$ cat config.mk
export PLATFORM = sky130hd
export DESIGN_NAME = mul_share_sched
export DESIGN_NICKNAME = d
export VERILOG_FILES = /design/src/rtl/mul_share_sched.sv
export SDC_FILE = /design/constraint.sdc
export NUM_CORES = 1
export LEC_CHECK = 0
export CAP_MARGIN = 40
export CORE_ASPECT_RATIO = 1.75
export CORE_MARGIN = 1
export CORE_UTILIZATION = 40
export DETAILED_ROUTE_END_ITERATION = 6
export SLEW_MARGIN = 25
export SYNTH_ARGS = -nofsm -noshare
export SYNTH_HDL_FRONTEND = slang
export SYNTH_SLANG_ARGS = --single-unit
$ cat constraint.sdc
create_clock -name Clk -period 14.9 [get_ports Clk]
set_input_delay 2.235 -clock Clk [delete_from_list [all_inputs] [get_ports Clk]]
set_output_delay 2.235 -clock Clk [all_outputs]
set_load 0.02 [all_outputs]
$ cat src/rtl/mul_share_sched.sv
// rtl/mul_share_sched.sv - four signed products a*b, c*d, e*f, g*h through one shared pipelined multiplier
module mul_share_sched #(
    parameter int DATA_WIDTH = 16,
    parameter int MUL_LAT    = 2
) (
    input  logic                         Clk,
    input  logic                         Rst,
    input  logic                         Start,
    input  logic signed [DATA_WIDTH-1:0] a,
    input  logic signed [DATA_WIDTH-1:0] b,
    input  logic signed [DATA_WIDTH-1:0] c,
    input  logic signed [DATA_WIDTH-1:0] d,
    input  logic signed [DATA_WIDTH-1:0] e,
    input  logic signed [DATA_WIDTH-1:0] f,
    input  logic signed [DATA_WIDTH-1:0] g,
    input  logic signed [DATA_WIDTH-1:0] h,
    output logic                         Done,
    output logic                         Busy,
    output logic signed [DATA_WIDTH-1:0] i,
    output logic signed [DATA_WIDTH-1:0] j,
    output logic signed [DATA_WIDTH-1:0] k,
    output logic signed [DATA_WIDTH-1:0] l
);

    localparam int W2 = 2 * DATA_WIDTH;

    typedef enum logic [1:0] {ST_WAIT, ST_ISSUE, ST_DRAIN, ST_FINAL} state_t;

    state_t                         state, state_nxt;
    logic signed [DATA_WIDTH-1:0]   opnd [8];
    logic [1:0]                     idx;
    logic [MUL_LAT-1:0]             pv;
    logic [1:0]                     ptag  [MUL_LAT];
    logic signed [DATA_WIDTH-1:0]   pprod [MUL_LAT];
    logic signed [DATA_WIDTH-1:0]   mul_x, mul_y;
    logic signed [W2-1:0]           mul_full;
    logic                           wr_en;
    logic [1:0]                     wr_tag;

    // Only the low half of the full product is kept; wrap is intentional.
    always_comb begin
        mul_x    = opnd[{idx, 1'b0}];
        mul_y    = opnd[{idx, 1'b1}];
        mul_full = W2'(mul_x) * W2'(mul_y);
        wr_en    = pv[MUL_LAT-1];
        wr_tag   = ptag[MUL_LAT-1];
    end

    always_comb begin
        state_nxt = state;
        case (state)
            ST_WAIT:  if (Start) state_nxt = ST_ISSUE;
            ST_ISSUE: if (idx == 2'd3) state_nxt = ST_DRAIN;
            ST_DRAIN: if (wr_en && wr_tag == 2'd3) state_nxt = ST_FINAL;
            ST_FINAL: state_nxt = ST_WAIT;
            default:  state_nxt = ST_WAIT;
        endcase
    end

    always_ff @(posedge Clk) begin
        if (Rst) state <= ST_WAIT;
        else     state <= state_nxt;
    end

    always_ff @(posedge Clk) begin
        if (Rst) begin
            Done <= 1'b0;
            Busy <= 1'b0;
            idx  <= 2'd0;
            i    <= '0;
            j    <= '0;
            k    <= '0;
            l    <= '0;
            pv   <= '0;
            for (int s = 0; s < 8; s++) opnd[s] <= '0;
            for (int s = 0; s < MUL_LAT; s++) begin
                ptag[s]  <= 2'd0;
                pprod[s] <= '0;
            end
        end else begin
            case (state)
                ST_WAIT: begin
                    Done <= 1'b0;
                    if (Start) begin
                        opnd[0] <= a; opnd[1] <= b; opnd[2] <= c; opnd[3] <= d;
                        opnd[4] <= e; opnd[5] <= f; opnd[6] <= g; opnd[7] <= h;
                        Busy <= 1'b1;
                        idx  <= 2'd0;
                    end
                end
                ST_ISSUE: idx <= idx + 2'd1;
                ST_FINAL: begin
                    Done <= 1'b1;
                    Busy <= 1'b0;
                end
                default: ;
            endcase

            pv[0]    <= (state == ST_ISSUE);
            ptag[0]  <= idx;
            pprod[0] <= mul_full[DATA_WIDTH-1:0];
            for (int s = 1; s < MUL_LAT; s++) begin
                pv[s]    <= pv[s-1];
                ptag[s]  <= ptag[s-1];
                pprod[s] <= pprod[s-1];
            end

            if (wr_en) begin
                case (wr_tag)
                    2'd0: i <= pprod[MUL_LAT-1];
                    2'd1: j <= pprod[MUL_LAT-1];
                    2'd2: k <= pprod[MUL_LAT-1];
                    default: l <= pprod[MUL_LAT-1];
                endcase
            end
        end
    end

endmodule

Word level (Yosys, flattened, before mapping)
Memory sizes are Yosys's and may differ from the RTL's. A register that Yosys moved wholly into a read port is not among the register bits.
Cells that the tools add are included.
{ "word_totals": {"ff_bits": 72, "ram_bits": 164, "input_bits": 131, "word_cells": 82, "memories": 3} }
{ "op_classes": {"addsub": 1, "n_mul": 1, "n_eq_ne": 10, "mux": 32, "bitwise_logic": 13, "reduce_logical": 13} }
{ "memory_table": {"columns": ["memory", "depth", "word_bits", "read_ports", "rd_clocked_by_memory_dff", "write_ports", "line", "rtl"], "rows": [
  ["opnd", 8, 16, 2, 2, 8, "30", "logic signed [DATA_WIDTH-1:0] opnd [8];"],
  ["pprod", 2, 16, 2, 0, 2, "34", "logic signed [DATA_WIDTH-1:0] pprod [MUL_LAT];"],
  ["ptag", 2, 2, 2, 0, 2, "33", "logic [1:0] ptag [MUL_LAT];"]
]} }
{ "op_table": {"columns": ["operator", "n"], "rows": [
  ["$mux W16", 10],
  ["$mul A16 B16 Y16", 1],
  ["$mux W2", 6],
  ["$mux W3", 4],
  ["$or A1 B1 Y1", 12],
  ["$reduce_and A2 Y1", 6],
  ["$eq A2 B2 Y1 const B", 5],
  ["$mux W1", 8],
  ["$pmux W2 S4", 1],
  ["$ne A2 B2 Y1 const B", 3],
  ["$eq A2 B1 Y1 const B", 2],
  ["$logic_not A2 Y1", 2],
  ["$pmux W1 S2", 2],
  ["$pmux W2 S2", 1],
  ["$reduce_bool A2 Y1", 2],
  ["$reduce_and A3 Y1", 1],
  ["$reduce_or A3 Y1", 1],
  ["$add A2 B1 Y2 const B", 1],
  ["$logic_and A1 B1 Y1", 1],
  ["$not A1 Y1", 1]
]} }

Depth between registers and ports, before layout
Gate-level depths: netlist (run 1).
{ "depth": {"ltp_word": 5, "ltp_mapped": 26} }

Least setup slack after synthesis (run 1)
OpenSTA, ideal clock, no wires.
{ "synth_path": {"path_type": "input to register", "from": "input Rst", "to": "memory opnd[0][0], enable pin", "setup_ns": 0.509, "arrival_time_ns": 5.855, "required_time_ns": 14.391, "setup_slack_ns": 8.536, "cell_stages": 3, "n_path_buf": 2, "path_cell_list": "clkbuf_1 > clkbuf_1 > nand2b_1"} }
{ "synth_rtl": {"columns": ["element", "line", "rtl"], "rows": [
  ["start: declaration", "7", "input logic Rst,"],
  ["end: declaration", "30", null]
]} }

==> flow_summary.html, run 1 <==
<table>
<tr><th>Metric</th><th>Value</th></tr>
<tr><th colspan="2">CTS</th></tr>
<tr><td>Clock latency on the worst-skew pair</td><td>540 ps</td></tr>
<tr><td>CTS buffer count</td><td>22</td></tr>
<tr><td>Buffer depth of the longest clock path</td><td>3</td></tr>
<tr><td>Total setup buffers inserted after CTS</td><td>0</td></tr>
<tr><td>CTS clk-pin slew, worst paths</td><td>70 ps</td></tr>
<tr><td>Total number of clock tree sinks</td><td>238</td></tr>
<tr><td>Post-CTS sizing</td><td>0</td></tr>
<tr><td>H-tree depth</td><td>1</td></tr>
<tr><td>Clock tree from TritonCTS</td><td>built</td></tr>
<tr><td>Clock tree root driver cell</td><td>sky130_fd_sc_hd__clkbuf_16</td></tr>
<tr><td>Hold buffer count at cts</td><td>0</td></tr>
<tr><th colspan="2">Worst setup path</th></tr>
<tr><td>WS Path Type</td><td>register to register</td></tr>
<tr><td>Critical Path Sink Type</td><td>register</td></tr>
<tr><td>Critical Path Start Type</td><td>register</td></tr>
<tr><td>Arrival time of data at the critical path endpoint</td><td>6970 ps</td></tr>
<tr><td>Critical-path maximum fanout</td><td>32</td></tr>
<tr><td>R2r endpoint</td><td>pprod[0][15]$_SDFF_PP0_</td></tr>
<tr><td>WP data required</td><td>15,300 ps</td></tr>
<tr><td>Reg2Reg Depth</td><td>20</td></tr>
<tr><td>R2r setup slk</td><td>8340 ps</td></tr>
<tr><th colspan="2">Floorplanning</th></tr>
<tr><td>Core region area</td><td>32,300 sq um</td></tr>
<tr><td>Number of cell rows</td><td>87</td></tr>
<tr><td>Die span in y</td><td>242 um</td></tr>
<tr><td>Starting utilization of the core area</td><td>40.7%</td></tr>
<tr><td>Ports</td><td>197</td></tr>
<tr><td>Die boundary width</td><td>139 um</td></tr>
<tr><td>Die footprint</td><td>33,700 sq um</td></tr>
<tr><th colspan="2">Logic synthesis</th></tr>
<tr><td>#FFs+latches synth</td><td>238</td></tr>
<tr><td>Warning count from the yosys run</td><td>0</td></tr>
<tr><td>Number of flops mapped to enable cells by yosys</td><td>128</td></tr>
<tr><td>Total nets after synthesis</td><td>1,481</td></tr>
<tr><td>Sequential-to-total area share from yosys stat</td><td>45.9%</td></tr>
<tr><td>Fraction of registers with async set or reset after synthesis</td><td>0%</td></tr>
<tr><td>Dominant cell type by area after synthesis</td><td>sky130_fd_sc_hd__edfxtp_1</td></tr>
<tr><td>Distinct cell type count after synthesis</td><td>39</td></tr>
<tr><td>Fraction of post-synthesis cell area in the top cell type by area</td><td>29.2%</td></tr>
<tr><td>Cell count after synthesis</td><td>1,205</td></tr>
<tr><td>Syn Area/Cell</td><td>10.9 sq um</td></tr>
<tr><td>Top cells by area in the synthesized netlist</td><td>sky130_fd_sc_hd__edfxtp_1 (29%), sky130_fd_sc_hd__dfxtp_1 (17%), sky130_fd_sc_hd__fa_1 (12%), sky130_fd_sc_hd__and2_1 (7.5%), sky130_fd_sc_hd__ha_1 (6.3%)</td></tr>
<tr><td>Main synth FF type</td><td>sky130_fd_sc_hd__edfxtp_1</td></tr>
<tr><td>Cell area after synthesis</td><td>13,200 sq um</td></tr>
<tr><th colspan="2">GRT</th></tr>
<tr><td>Overall Global Routing Usage</td><td>17.9%</td></tr>
<tr><td>Wire length of the first global-routing pass</td><td>46.7 mm</td></tr>
<tr><td>Number of global-route vias before repair</td><td>9,140</td></tr>
<tr><td>Number of antenna violations at the first check in global routing</td><td>0</td></tr>
<tr><td>Total global routing overflow</td><td>0</td></tr>
<tr><td>Maximum number of pins on one net before global-route repair</td><td>97</td></tr>
<tr><th colspan="2">Route</th></tr>
<tr><td>Vias per std cell</td><td>4.83</td></tr>
<tr><td>1st-iter DRT viols</td><td>259</td></tr>
<tr><td>Total length of routed met3 wires</td><td>966 um</td></tr>
<tr><td>Vias post-DR</td><td>8,646</td></tr>
<tr><td>Drt total wl</td><td>29.1 mm</td></tr>
<tr><td>Routed met2 length</td><td>16.8 mm</td></tr>
<tr><td>Post-DR wirelength/cell</td><td>16.2 um</td></tr>
<tr><td>Final ANT Viol Nets</td><td>0</td></tr>
<tr><td>First-pass iteration count of the detailed router</td><td>7</td></tr>
<tr><td>M1 WL</td><td>10.1 mm</td></tr>
<tr><td>Highest metal layer with signal wires</td><td>met4</td></tr>
<tr><td>DRC violation count after routing</td><td>11</td></tr>
<tr><th colspan="2">Power and ir drop</th></tr>
<tr><td>Clock power frac</td><td>18.2%</td></tr>
<tr><td>Leakage power total</td><td>6.44 nW</td></tr>
<tr><td>Areal power density over the cells</td><td>201 nW/um^2</td></tr>
<tr><td>Sequential group share of total power</td><td>26.9%</td></tr>
<tr><td>Internal power of the cells</td><td>2.02 mW</td></tr>
<tr><td>Maximum ir drop on the vdd rail</td><td>0.206 mV</td></tr>
<tr><td>Net load switching power</td><td>1.25 mW</td></tr>
<tr><td>Share of total power in combinational logic</td><td>54.9%</td></tr>
<tr><td>Switching part of the total</td><td>38.1%</td></tr>
<tr><th colspan="2">Timing</th></tr>
<tr><td>Total count of hold-check failures in the final report</td><td>0</td></tr>
<tr><td>Finish-stage setup viols</td><td>0</td></tr>
<tr><td>WHS</td><td>432 ps</td></tr>
<tr><td>Worst slew margin relative to its limit</td><td>48.9%</td></tr>
<tr><td>Final worst path period need</td><td>6560 ps</td></tr>
<tr><td>Period utilisation layout</td><td>44.0%</td></tr>
<tr><td>Worst setup skew after layout</td><td>21.2 ps</td></tr>
<tr><td>Worst Tran Pin Value</td><td>764 ps</td></tr>
<tr><td>RSZ-0062 raised after global routing</td><td>false</td></tr>
<tr><td>Max Freq</td><td>0.152 GHz</td></tr>
<tr><td>Final slew viol count</td><td>0</td></tr>
<tr><td>Setup TNS</td><td>0 ps</td></tr>
<tr><th colspan="2">Layout</th></tr>
<tr><td>Layout fillers</td><td>2,921</td></tr>
<tr><td>Count of non-filler cells in the finished layout</td><td>1,790</td></tr>
<tr><td>Multi-input combinational cell area</td><td>6400 sq um</td></tr>
<tr><td>FF/Latch Area</td><td>6050 sq um</td></tr>
<tr><td>Ratio of cells with drive above 1 in the final layout</td><td>5.83%</td></tr>
<tr><td>Post-layout net count</td><td>1,650</td></tr>
<tr><td>Most common cell after layout, fill and taps aside</td><td>sky130_fd_sc_hd__nand2_1</td></tr>
<tr><td>Synthesis-to-layout area growth</td><td>23.5%</td></tr>
<tr><td>Commonest non-fill, non-tap cells in the layout</td><td>sky130_fd_sc_hd__nand2_1 (205), sky130_fd_sc_hd__clkdlybuf4s50_1 (195), sky130_fd_sc_hd__and2_1 (158)</td></tr>
<tr><td>Diodes inserted</td><td>0</td></tr>
<tr><td>Layout Utilization</td><td>50.3%</td></tr>
<tr><th colspan="2">Worst hold path</th></tr>
<tr><td>Worst Hold Endpoint</td><td>pprod[0][20]$_SDFF_PP0_</td></tr>
<tr><td>Number of instances on the worst hold path</td><td>1</td></tr>
<tr><td>Worst hold start</td><td>pprod[0][4]$_SDFF_PP0_</td></tr>
<tr><td>Min-Delay Path Class</td><td>register to register</td></tr>
<tr><th colspan="2">Placed design</th></tr>
<tr><td>Gpl congestion</td><td>0.893</td></tr>
<tr><td>Cells after DPL</td><td>1,749</td></tr>
<tr><td>PortBufs</td><td>196</td></tr>
<tr><td>HPWL after detailed placement</td><td>22.4 mm</td></tr>
<tr><th colspan="2">Status</th></tr>
<tr><td>Outcome</td><td>complete, but fails checks</td></tr>
<tr><td>Violations in the final reports</td><td>DRC</td></tr>
<tr><th colspan="2">Job</th></tr>
<tr><td>Max Cap Violations</td><td>0</td></tr>
</table>
==> kinds of logic after synthesis <==
| logic type | synth area share [%] |
|---|---|
| simple gates | 17.9 |
| flops | 45.9 |
| buf+inv | 5.71 |
| fa+ha+maj | 18.3 |
| compound gates | 3.65 |
| xor+xnor | 2.79 |
| mux | 5.71 |
==> stage by stage <==
stage          setup WS (ps)  cell area [sq um]  power [mW]
3_3_place_gp            8360              15400        2.66
4_1_cts                 8240              16200        3.32
5_1_grt                 7990              16300        3.58
3_5_place_dp            8270              15500        2.70
2_1_floorplan           8540              13200        2.29
6_report                8340              16300        3.27
==> synthesized netlist by cell type (2+ instances only) <==
cell,n
sky130_fd_sc_hd__xor2_1,7
sky130_fd_sc_hd__edfxtp_1,128
sky130_fd_sc_hd__nand3_1,3
sky130_fd_sc_hd__dfxtp_1,110
sky130_fd_sc_hd__o21a_1,2
sky130_fd_sc_hd__mux4_2,32
sky130_fd_sc_hd__inv_1,131
sky130_fd_sc_hd__nand2_1,205
sky130_fd_sc_hd__buf_6,3
sky130_fd_sc_hd__nor3b_1,2
sky130_fd_sc_hd__o21ai_0,5
sky130_fd_sc_hd__ha_1,66
sky130_fd_sc_hd__and2_1,158
sky130_fd_sc_hd__buf_2,3
sky130_fd_sc_hd__o21bai_1,2
sky130_fd_sc_hd__nand2b_1,3
sky130_fd_sc_hd__a21o_1,4
sky130_fd_sc_hd__nor2b_1,62
sky130_fd_sc_hd__xnor3_1,2
sky130_fd_sc_hd__xnor2_1,28
sky130_fd_sc_hd__nor3_1,2
sky130_fd_sc_hd__fa_1,79
sky130_fd_sc_hd__a21oi_1,74
sky130_fd_sc_hd__mux2i_1,2
sky130_fd_sc_hd__nor2_1,28
sky130_fd_sc_hd__clkbuf_1,51
==> layout make-up <==
type	instances	area share (%)
inverter	131	3.03
multi-input combinational	778	39.4
clock inverter	12	1.10
clock buffer	28	3.66
timing repair buffer	203	12.6
tap	400	3.08
sequential	238	37.2
==> how the worst max path moves through the flow <==
stage	endpoint	slack, ps	from
after floorplan	opnd[0][0]$_SDFFCE_PN0P_	8540	Rst
after global placement	pprod[0][15]$_SDFF_PP0_	8360	register
after detailed placement	pprod[0][15]$_SDFF_PP0_	8270	register
after CTS	pprod[0][15]$_SDFF_PP0_	8240	register
after global routing	pprod[0][15]$_SDFF_PP0_	7990	register
final	pprod[0][15]$_SDFF_PP0_	8340	register
==> worst max-delay path, stage by stage, from the launching register on <==
cell	delay (ps)
sky130_fd_sc_hd__dfxtp_2	310
sky130_fd_sc_hd__buf_4	510
sky130_fd_sc_hd__mux4_2	750
sky130_fd_sc_hd__and2_1	220
sky130_fd_sc_hd__fa_1	550
sky130_fd_sc_hd__inv_1	70
sky130_fd_sc_hd__fa_1	540
sky130_fd_sc_hd__inv_1	50
sky130_fd_sc_hd__fa_1	490
sky130_fd_sc_hd__fa_1	540
sky130_fd_sc_hd__inv_1	50
sky130_fd_sc_hd__fa_1	450
sky130_fd_sc_hd__fa_1	390
sky130_fd_sc_hd__xnor2_1	140
sky130_fd_sc_hd__xnor2_1	180
sky130_fd_sc_hd__xnor2_1	160
sky130_fd_sc_hd__xnor2_1	150
sky130_fd_sc_hd__xnor3_1	420
sky130_fd_sc_hd__xnor2_1	220
sky130_fd_sc_hd__xnor2_1	140
sky130_fd_sc_hd__nor2_1	60
==> power groups by stage <==
stage          combinational (mW)  clock, mW  sequential [mW]
2_1_floorplan                1.41          0            0.885
3_3_place_gp                 1.77          0            0.892
3_5_place_dp                 1.81          0            0.896
4_1_cts                      1.82      0.614            0.882
5_1_grt                      2.06      0.633            0.891
6_report                     1.80      0.595            0.879
==> sequential cells by signal (all words and copies together), names as in the netlist, 4 cells and up, named ones only <==
name / count
j: 16
opnd: 128
i: 16
ptag: 4
l: 16
pprod: 32
k: 16
==> routing by layer <==
metal,vias to the layer above,track usage [%]
met4,0,8.14
met1,4168,17.5
met3,61,1.78
met5,-,0
met2,223,36.7
li1,4194,-
Note: power is estimated with default switching activity, not from simulation.
==> run 2: changes to the inputs <==
Clock period 14.9 ns to 6.1 ns, I/O delays scaled along.
==> flow_summary.html, run 2 (synthesis results as in run 1) <==
<table>
<tr><th>Metric</th><th>Value</th></tr>
<tr><th colspan="2">Status</th></tr>
<tr><td>Outcome</td><td>complete, but fails checks (unchanged)</td></tr>
<tr><td>Violations in the final reports</td><td>DRC (unchanged)</td></tr>
<tr><th colspan="2">Worst setup path</th></tr>
<tr><td>WS Path Type</td><td>register to register (unchanged)</td></tr>
<tr><td>Critical Path Start Type</td><td>register (unchanged)</td></tr>
<tr><td>WP data required</td><td>6520 ps (was 15,300 ps)</td></tr>
<tr><td>Critical-path maximum fanout</td><td>12 (was 32)</td></tr>
<tr><td>Delay of the slowest cell on the worst path</td><td>560 ps (was 750 ps)</td></tr>
<tr><td>Slowest stage cell on the critical path</td><td>sky130_fd_sc_hd__fa_1 (was sky130_fd_sc_hd__mux4_2)</td></tr>
<tr><td>Most frequent cell on the critical path</td><td>sky130_fd_sc_hd__fa_1</td></tr>
<tr><td>Arrival time of data at the critical path endpoint</td><td>6390 ps (was 6970 ps)</td></tr>
<tr><td>Critical Path, Cell by Cell</td><td>buf_12 -&gt; buf_4 -&gt; mux4_2 -&gt; and2_1 -&gt; fa_1 -&gt; inv_1 -&gt; fa_1 -&gt; inv_1 -&gt; fa_1 -&gt; fa_1 -&gt; inv_1 -&gt; fa_1 -&gt; fa_1 -&gt; xnor2_2 -&gt; xnor2_2 -&gt; xnor2_1 -&gt; xnor2_1 -&gt; xnor3_1 -&gt; xnor2_2 -&gt; xnor2_1 -&gt; nor2_1 (was buf_4 -&gt; mux4_2 -&gt; and2_1 -&gt; fa_1 -&gt; inv_1 -&gt; fa_1 -&gt; inv_1 -&gt; fa_1 -&gt; fa_1 -&gt; inv_1 -&gt; fa_1 -&gt; fa_1 -&gt; xnor2_1 -&gt; xnor2_1 -&gt; xnor2_1 -&gt; xnor2_1 -&gt; xnor3_1 -&gt; xnor2_1 -&gt; xnor2_1 -&gt; nor2_1)</td></tr>
<tr><td>CP top delay family</td><td>adder cells (unchanged)</td></tr>
<tr><td>Count of buffering cells on the critical path with inverters included</td><td>5 (was 4)</td></tr>
<tr><td>Critical Path Sink Type</td><td>register (unchanged)</td></tr>
<tr><th colspan="2">Timing</th></tr>
<tr><td>WHS</td><td>429 ps (was 432 ps)</td></tr>
<tr><td>Worst setup skew after layout</td><td>14.7 ps (was 21.2 ps)</td></tr>
<tr><td>Worst slew margin relative to its limit</td><td>50.0% (was 48.9%)</td></tr>
<tr><td>Final slew viol count</td><td>0 (unchanged)</td></tr>
<tr><td>Final worst path period need</td><td>5970 ps (was 6560 ps)</td></tr>
<tr><td>Final worst slack</td><td>131 ps (was 8340 ps)</td></tr>
<tr><td>Finish-stage setup viols</td><td>0 (unchanged)</td></tr>
<tr><td>Max Freq</td><td>0.168 GHz (was 0.152 GHz)</td></tr>
<tr><td>Worst Tran Pin Value</td><td>750 ps (was 764 ps)</td></tr>
<tr><td>Period utilisation layout</td><td>97.8% (was 44.0%)</td></tr>
<tr><td>Total count of hold-check failures in the final report</td><td>0 (unchanged)</td></tr>
<tr><th colspan="2">Power and ir drop</th></tr>
<tr><td>Switching part of the total</td><td>38.6% (was 38.1%)</td></tr>
<tr><td>Sequential group share of total power</td><td>26.0% (was 26.9%)</td></tr>
<tr><td>Design Power</td><td>8.28 mW (was 3.27 mW)</td></tr>
<tr><td>Share of total power in combinational logic</td><td>56.9% (was 54.9%)</td></tr>
<tr><td>Internal power of the cells</td><td>5.08 mW (was 2.02 mW)</td></tr>
<tr><td>Net load switching power</td><td>3.19 mW (was 1.25 mW)</td></tr>
<tr><td>Clock power frac</td><td>17.1% (was 18.2%)</td></tr>
<tr><td>Maximum ir drop on the vdd rail</td><td>0.452 mV (was 0.206 mV)</td></tr>
<tr><td>Leakage power total</td><td>6.69 nW (was 6.44 nW)</td></tr>
<tr><td>Areal power density over the cells</td><td>497 nW/um^2 (was 201 nW/um^2)</td></tr>
<tr><th colspan="2">CTS</th></tr>
<tr><td>CTS clk-pin slew, worst paths</td><td>70 ps (about the same)</td></tr>
<tr><td>Hold buffer count at cts</td><td>0 (unchanged)</td></tr>
<tr><td>Clock latency on the worst-skew pair</td><td>550 ps (was 540 ps)</td></tr>
<tr><td>Total number of clock tree sinks</td><td>238 (unchanged)</td></tr>
<tr><td>Clock tree from TritonCTS</td><td>built (unchanged)</td></tr>
<tr><td>CTS buffer count</td><td>23 (was 22)</td></tr>
<tr><td>Clock tree root driver cell</td><td>sky130_fd_sc_hd__clkbuf_16 (unchanged)</td></tr>
<tr><td>Buffer depth of the longest clock path</td><td>3 (unchanged)</td></tr>
<tr><td>H-tree depth</td><td>1 (unchanged)</td></tr>
<tr><th colspan="2">Route</th></tr>
<tr><td>Vias per std cell</td><td>4.80 (was 4.83)</td></tr>
<tr><td>Final ANT Viol Nets</td><td>0 (unchanged)</td></tr>
<tr><td>Post-DR wirelength/cell</td><td>16.7 um (was 16.2 um)</td></tr>
<tr><td>Drt total wl</td><td>30.7 mm (was 29.1 mm)</td></tr>
<tr><td>1st-iter DRT viols</td><td>284 (was 259)</td></tr>
<tr><td>First-pass iteration count of the detailed router</td><td>7 (unchanged)</td></tr>
<tr><td>Vias post-DR</td><td>8,824 (was 8,646)</td></tr>
<tr><td>DRC violation count after routing</td><td>18 (was 11)</td></tr>
<tr><th colspan="2">Floorplanning</th></tr>
<tr><td>Die span in y</td><td>242 um (unchanged)</td></tr>
<tr><td>Number of cell rows</td><td>87 (unchanged)</td></tr>
<tr><td>Die boundary width</td><td>139 um (unchanged)</td></tr>
<tr><td>Ports</td><td>197 (unchanged)</td></tr>
<tr><td>Die footprint</td><td>33,700 sq um (unchanged)</td></tr>
<tr><td>Starting utilization of the core area</td><td>40.7% (unchanged)</td></tr>
<tr><td>Core region area</td><td>32,300 sq um (unchanged)</td></tr>
<tr><th colspan="2">GRT</th></tr>
<tr><td>Total global routing overflow</td><td>0 (unchanged)</td></tr>
<tr><td>Number of global-route vias before repair</td><td>9,365 (was 9,140)</td></tr>
<tr><td>Maximum number of pins on one net before global-route repair</td><td>97 (unchanged)</td></tr>
<tr><td>Wire length of the first global-routing pass</td><td>48.7 mm (was 46.7 mm)</td></tr>
<tr><td>Number of antenna violations at the first check in global routing</td><td>0 (unchanged)</td></tr>
<tr><td>Overall Global Routing Usage</td><td>18.7% (was 17.9%)</td></tr>
<tr><th colspan="2">Worst hold path</th></tr>
<tr><td>Min-Delay Path Class</td><td>register to register (unchanged)</td></tr>
<tr><th colspan="2">Layout</th></tr>
<tr><td>Synthesis-to-layout area growth</td><td>26.6% (was 23.5%)</td></tr>
<tr><td>Diodes inserted</td><td>0 (unchanged)</td></tr>
<tr><td>Summed area of non-filler cells in the final layout</td><td>16,700 sq um (was 16,300 sq um)</td></tr>
<tr><td>Largest register by flop count</td><td>opnd (unchanged)</td></tr>
<tr><td>Post-layout net count</td><td>1,696 (was 1,650)</td></tr>
<tr><td>Ratio of cells with drive above 1 in the final layout</td><td>9.53% (was 5.83%)</td></tr>
<tr><td>Max reg flops</td><td>128 (unchanged)</td></tr>
<tr><td>Most common cell after layout, fill and taps aside</td><td>sky130_fd_sc_hd__nand2_1 (unchanged)</td></tr>
<tr><td>Commonest non-fill, non-tap cells in the layout</td><td>sky130_fd_sc_hd__nand2_1 (205), sky130_fd_sc_hd__clkdlybuf4s50_1 (195), sky130_fd_sc_hd__and2_1 (158) (unchanged)</td></tr>
<tr><td>Registers with the most flip-flops</td><td>opnd (128), pprod (32) (unchanged)</td></tr>
<tr><td>Layout Utilization</td><td>51.6% (was 50.3%)</td></tr>
<tr><th colspan="2">Placed design</th></tr>
<tr><td>PortBufs</td><td>196 (unchanged)</td></tr>
<tr><td>HPWL after detailed placement</td><td>23.5 mm (was 22.4 mm)</td></tr>
<tr><td>Worst slack at placement</td><td>29.9 ps (was 8270 ps)</td></tr>
<tr><td>Gpl congestion</td><td>0.895 (was 0.893)</td></tr>
<tr><td>Placement Cell Area</td><td>15,700 sq um (was 15,500 sq um)</td></tr>
<tr><th colspan="2">Job</th></tr>
<tr><td>Max Cap Violations</td><td>0 (unchanged)</td></tr>
</table>
-- run 2: cell count changes in the layout (fill, tap and decap cells not counted), sizes merged --
| cell | delta |
|---|---|
| buf | +44 |
| bufinv | -3 |
| clkinv | +8 |
| inv | -3 |
| mux4 | +1 |
-- run 2: worst reg2reg max path, cell delays in order (launching register included) --
cell                      delay [ps]
sky130_fd_sc_hd__dfxtp_2         340
sky130_fd_sc_hd__buf_12          140
sky130_fd_sc_hd__buf_4           120
sky130_fd_sc_hd__mux4_2          520
sky130_fd_sc_hd__and2_1          200
sky130_fd_sc_hd__fa_1            500
sky130_fd_sc_hd__inv_1           100
sky130_fd_sc_hd__fa_1            560
sky130_fd_sc_hd__inv_1            60
sky130_fd_sc_hd__fa_1            480
sky130_fd_sc_hd__fa_1            540
sky130_fd_sc_hd__inv_1            50
sky130_fd_sc_hd__fa_1            460
sky130_fd_sc_hd__fa_1            420
sky130_fd_sc_hd__xnor2_2         170
sky130_fd_sc_hd__xnor2_2         150
sky130_fd_sc_hd__xnor2_1         210
sky130_fd_sc_hd__xnor2_1         180
sky130_fd_sc_hd__xnor3_1         290
sky130_fd_sc_hd__xnor2_2         200
sky130_fd_sc_hd__xnor2_1         130
sky130_fd_sc_hd__nor2_1           50
-- run 2: power groups by stage --
stage / Combinational, mW / Clock (mW) / Sequential [mW]
floorplan: 3.44 / 0 / 2.16
global placement: 4.40 / 0 / 2.18
detailed placement: 4.49 / 0 / 2.19
CTS: 4.52 / 1.46 / 2.15
global route: 5.32 / 1.52 / 2.18
finish: 4.71 / 1.42 / 2.15
-- run 2: timing repair --
action / CTS / global route
gates resized for setup: 0 / 7
buffers inserted: 0 / 20
endpoints found under the setup margin: 0 / 3
-- run 2: layer usage --
| metal | routed length (um) | global-route usage (%) | vias to the layer above |
|---|---|---|---|
| met3 | 1040 | 2.19 | 64 |
| met2 | 17200 | 37.5 | 240 |
| li1 | - | - | 4297 |
| met4 | 1770 | 10.6 | 0 |
| met5 | 0 | 0 | - |
| met1 | 10700 | 18.2 | 4223 |
-- run 2: worst paths after layout --
path                                         startpoint                       to  slack (ps)  cells after the start
worst max-delay path                           register  pprod[0][15]$_SDFF_PP0_         130                     21
worst min-delay path            pprod[0][10]$_SDFF_PP0_  pprod[0][26]$_SDFF_PP0_         430                      1
worst max register to register                 register  pprod[0][15]$_SDFF_PP0_         130                     21
worst min register to register  pprod[0][10]$_SDFF_PP0_  pprod[0][26]$_SDFF_PP0_         430                      1
-- run 2: area by class of cell --
type / count / area, sq um
fill: 2879 / 15700
sequential: 238 / 6050
clock buffer: 28 / 624
clock inverter: 14 / 129
tap: 400 / 500
inverter: 131 / 492
multi-input combinational: 779 / 6460
timing repair buffer: 247 / 2410
-- run 2: stage by stage --
stage	std cells	TNS, ps
global placement	1773	0
detailed placement	1773	0
floorplan	1205	0
global route	1837	-87.9
finish	1837	0
CTS	1815	0
==> patch 1, RTL diff (config.mk and constraints of run 1) <==
Reset style: asynchronous (`Rst`), changed in 2 clocked blocks.
--- a/src/rtl/mul_share_sched.sv
+++ b/src/rtl/mul_share_sched.sv
@@ -57,12 +57,12 @@
         endcase
     end
 
-    always_ff @(posedge Clk) begin
+    always_ff @(posedge Clk or posedge Rst) begin
         if (Rst) state <= ST_WAIT;
         else     state <= state_nxt;
     end
 
-    always_ff @(posedge Clk) begin
+    always_ff @(posedge Clk or posedge Rst) begin
         if (Rst) begin
             Done <= 1'b0;
             Busy <= 1'b0;
Function: differs if Rst is asserted again (counterexample within 4 cycles, from zero or initial values and one cycle with Rst high); with Rst held inactive, the same outputs for 4 cycles.
==> patch 1 against run 1 <==
Sequential cell count shrank 2. Design area up 0.82%. Count of clock-buffer cells in the layout increased by 8. Routed wire length is 0.51% lower. Synthesized area rose by 0.41%. Setup slack improved by 220 ps. Largest cell class unchanged.
Power is left out: the tool's default activity adds up to more than one toggle a clock period on the data nets, which glitch-free logic cannot reach.
==> patch 1: results (changes against run 1) <==
| Metric | Value |
|---|---|
| Filler Cell Count | 2901 (-0.68%) |
| First-pass GRT wire length | 47.43 mm (+1.5%) |
| Critical Path Source Type | register |
| Outcome | finished clean |
| PortBufs | 196 (unchanged) |
| Vias per cell | 4.978 (+3.1%) |
| Clk_skew | 25.07 ps (+3.830 ps) |
| Biggest regs | opnd x128, pprod x32 |
| Clk slew on worst S/H paths | 60 ps |
| Sequential-to-total area share from yosys stat | 44.68% (-1.2 points) |
| Hold-critical path depth | 0 (-1) |
| Initial antenna violation count | 1 (+1) |
| Final WL | 28.91 mm (-0.51%) |
| Worst hold path endpoint | pprod[13] |
| Min-delay src | pprod[29] |
| Reg2Reg Setup Slack | 8560 ps (+220 ps) |
| Worst min-delay path category | register to register |
| Distinct cells, synth | 34 (-13%) |
| Routability cong. | 0.8445 (-5.4%) |
| Cts repair resizes | 0 (unchanged) |
| Clock Tree Root | clkbuf_16 |
| Worst slew pin tran | 683.3 ps (-81.04 ps) |
| Clk_lat worst skew | 520 ps (-20 ps) |
| FFs w/ async S/R, synth | 100.0% (+100 points) |
| Worst setup endpoint | pprod[30] |
| Reg2reg start | idx[0] |
| Synth warnings | 0 (unchanged) |
| Initial detailed-routing violation count | 203 (-22%) |
| Depth of the most critical reg-to-reg path | 18 (-10%) |
| Largest net degree at the start of global routing | 99 (+2.1%) |
| H-Tree Depth | 1 (unchanged) |
| # nets final | 1474 (-11%) |
| DRT Pass-1 Iters | 4 (-3) |
| Main synth FF type | dfrtp_1 |
| Synth cell count leaders | dfrtp_1 (236), mux2_2 (183), inv_1 (135) |
| Setup bufs post-CTS | 0 (unchanged) |
| Layout cells sized above 1 | 22.19% (+16 points) |
| Post-Syn Nets | 1280 (-14%) |
| Num CTS Buffers | 23 (+4.5%) |
| DP HPWL | 22.11 mm (-1.4%) |
| CP max FO | 27 (-16%) |
| Clock tree buffer depth | 3 (unchanged) |
| Synth area leaders | dfrtp_1 (45%), mux2_2 (16%), fa_1 (12%), ha_1 (6.2%), mux4_2 (5.5%) |
| Via count of the first global-routing pass | 9071 (-0.75%) |
| GRT Total Usage | 18.07% (+0.16 points) |
==> patch 1: metrics by stage <==
stage	utilization (%)	cell area [µm²]	setup slack (ps)	hold slack, ps	cells
after floorplan	-	13220	6190	331.2	1004
after global placement	48.14	15560	8593	332.0	1568
after detailed placement	48.46	15670	8502	334.7	1573
after CTS	50.68	16380	8487	343.9	1612
after global routing	50.68	16390	8131	348.1	1613
final	50.68	16390	8555	340.3	1613
==> patch 1: layer usage <==
| metal | wire length [µm] | GRT usage, % |
|---|---|---|
| met4 | 847 | 6.797 |
| met3 | 925 | 2.076 |
| met5 | 0 | 0 |
| met2 | 17040 | 36.45 |
| met1 | 10090 | 18.51 |
==> patch 1: kinds of logic (layout without fill, tap and decap cells) <==
group	Yosys count	after routing	synth area share [%]
flip-flops	236	236	44.68
multiplexers	226	226	21.97
buffers and inverters	173	381	5.234
AND/OR/NAND/NOR	155	155	5.821
adder cells (fa/ha/maj)	145	145	18.21
XOR/XNOR	40	40	2.764
AO/OA/AOI/OAI	29	29	1.325
other	0	1	0
==> patch 1: cell type report <==
type                       instances  area, µm²  area share, %
antenna                            1      2.502        0.01527
clock buffer                      36      694.4          4.238
clock inverter                     3      22.52         0.1374
inverter                         135      514.2          3.138
multi-input combinational        595       6639          40.52
sequential                       236       5908          36.06
tap                              400      500.5          3.054
timing repair buffer             207       2105          12.84
==> patch 1: worst max-delay path, stage by stage, from the launching register on <==
cell and delay, ps:
dfrtp_2 530, buf_4 480, mux4_2 720, and2_1 230, fa_1 500, inv_1 50
fa_1 450, fa_1 500, fa_1 540, inv_1 50, fa_1 470, inv_1 50
fa_1 470, inv_1 40, ha_1 310, a21oi_1 160, o21ai_1 140, a2111oi_0 380
nand4b_1 160
==> patch 2, RTL diff (config.mk and constraints of run 1) <==
Made on the original files. The parameter `DATA_WIDTH` goes from 16 to 14.
--- a/src/rtl/mul_share_sched.sv
+++ b/src/rtl/mul_share_sched.sv
@@ -1,6 +1,6 @@
 // rtl/mul_share_sched.sv - four signed products a*b, c*d, e*f, g*h through one shared pipelined multiplier
 module mul_share_sched #(
-    parameter int DATA_WIDTH = 16,
+    parameter int DATA_WIDTH = 14,
     parameter int MUL_LAT    = 2
 ) (
     input  logic                         Clk,
Ports: changed (12 resized); port bits go from 197 to 173. The function was not compared with the original's and may differ.
==> patch 2 against run 1 <==
Synthesized area is 15% lower. Non-clock buffer count down 22. Hold slack better by 0.98 ps. Routed wire length shrank 18%. Total power shrank 21%. Setup slack better by 230 ps. Sequential share of layout area grew 0.93 points. Combinational power fell by 28%. Synthesized cell count down 16%. Design area shrank 14%. Fmax rose by 3.7%. Sequential cell count fell by 28. Die area shrank 15%. Critical path type unchanged. Highest routed layer unchanged.
==> patch 2: results (changes against run 1) <==
| Metric | Value |
|---|---|
| Distinct cells, synth | 42 (+7.7%) |
| Synth area leaders | edfxtp_1 (30%), dfxtp_1 (17%), fa_1 (10%), and2_1 (7.9%), ha_1 (6.2%) |
| DRT Pass-1 Iters | 4 (-3) |
| CP peak stage delay | 910 ps (+160 ps) |
| Rel. slew slack | 56.72% (+7.8 points) |
| Slowest cell on the critical path | mux4_1 |
| Biggest regs | opnd x112, pprod x28 |
| Comb power | 1.29 mW (-28%) |
| Post-Synth XOR/XNOR Area | 3.041% (+0.25 points) |
| Initial detailed-routing violation count | 293 (+13%) |
| EDFF count, synth | 112 (-13%) |
| Crit path arrival time | 6730 ps (-240 ps) |
| GRT Total Usage | 17.38% (-0.53 points) |
| Met1 usage | 17.09% (-0.44 points) |
| First-pass GRT wire length | 38.11 mm (-18%) |
| Hold Slack | 432.8 ps (+0.9750 ps) |
| Wire length on met3 | 815 µm (-16%) |
| Clk_skew | 9.215 ps (-12.02 ps) |
| # nets final | 1388 (-16%) |
| PortBufs | 172 (-12%) |
| Met2 global-route usage | 34.39% (-2.3 points) |
| Synth cell count leaders | nand2_1 (159), and2_1 (142), edfxtp_1 (112) |
| DP Area | 13310 µm² (-14%) |
| Post-synthesis adder-cell area fraction | 16.22% (-2.1 points) |
| Static Leak | 5.605 nW (-13%) |
| Outcome | finished clean |
| Pint | 1.600 mW (-21%) |
| F_max | 158.0 MHz (+3.7%) |
| Mux share of post-synthesis cell area | 6.327% (+0.61 points) |
| DR WL/cell | 15.49 µm (-4.6%) |
| Compound-Gate Fraction of Synth Area | 3.832% (+0.18 points) |
| Via count of the first global-routing pass | 7634 (-16%) |
| Layout cells sized above 1 | 6.043% (+0.22 points) |
| Met3 Use GR | 1.815% (+0.036 points) |
| Cells after DPL | 1508 (-14%) |
| Syn_area_per_cell | 11.16 µm² (+2.1%) |
| Post-Syn Nets | 1234 (-17%) |
| DR WL met2 | 13.53 mm (-20%) |
patch 2: changes by cell type in the layout (fill, tap and decap cells not counted), moves of 13 or more:
cell	change
mux4_1	+13
mux4_2	-17
fa_1	-23
and2_1	-16
nand2_1	-46
clkdlybuf4s50_1	-24
edfxtp_1	-16
inv_1	-36
patch 2: path summary, 6_finish.rpt:
path | from | endpoint | depth (start not counted)
worst max-delay path | register | pprod[0][12] | 21
worst min-delay path | pprod[0][5] | pprod[0][19] | 1
worst max register to register | register | pprod[0][12] | 21
worst min register to register | pprod[0][5] | pprod[0][19] | 1
patch 2: area by class of cell:
cell class | count | area (µm²)
Fill cell | 2559 | 13460
Sequential cell | 210 | 5326
Multi-Input combinational cell | 649 | 5323
Timing Repair Buffer | 181 | 1827
Clock buffer | 28 | 571.8
Tap cell | 369 | 461.7
Inverter | 99 | 371.6
Clock inverter | 8 | 86.33
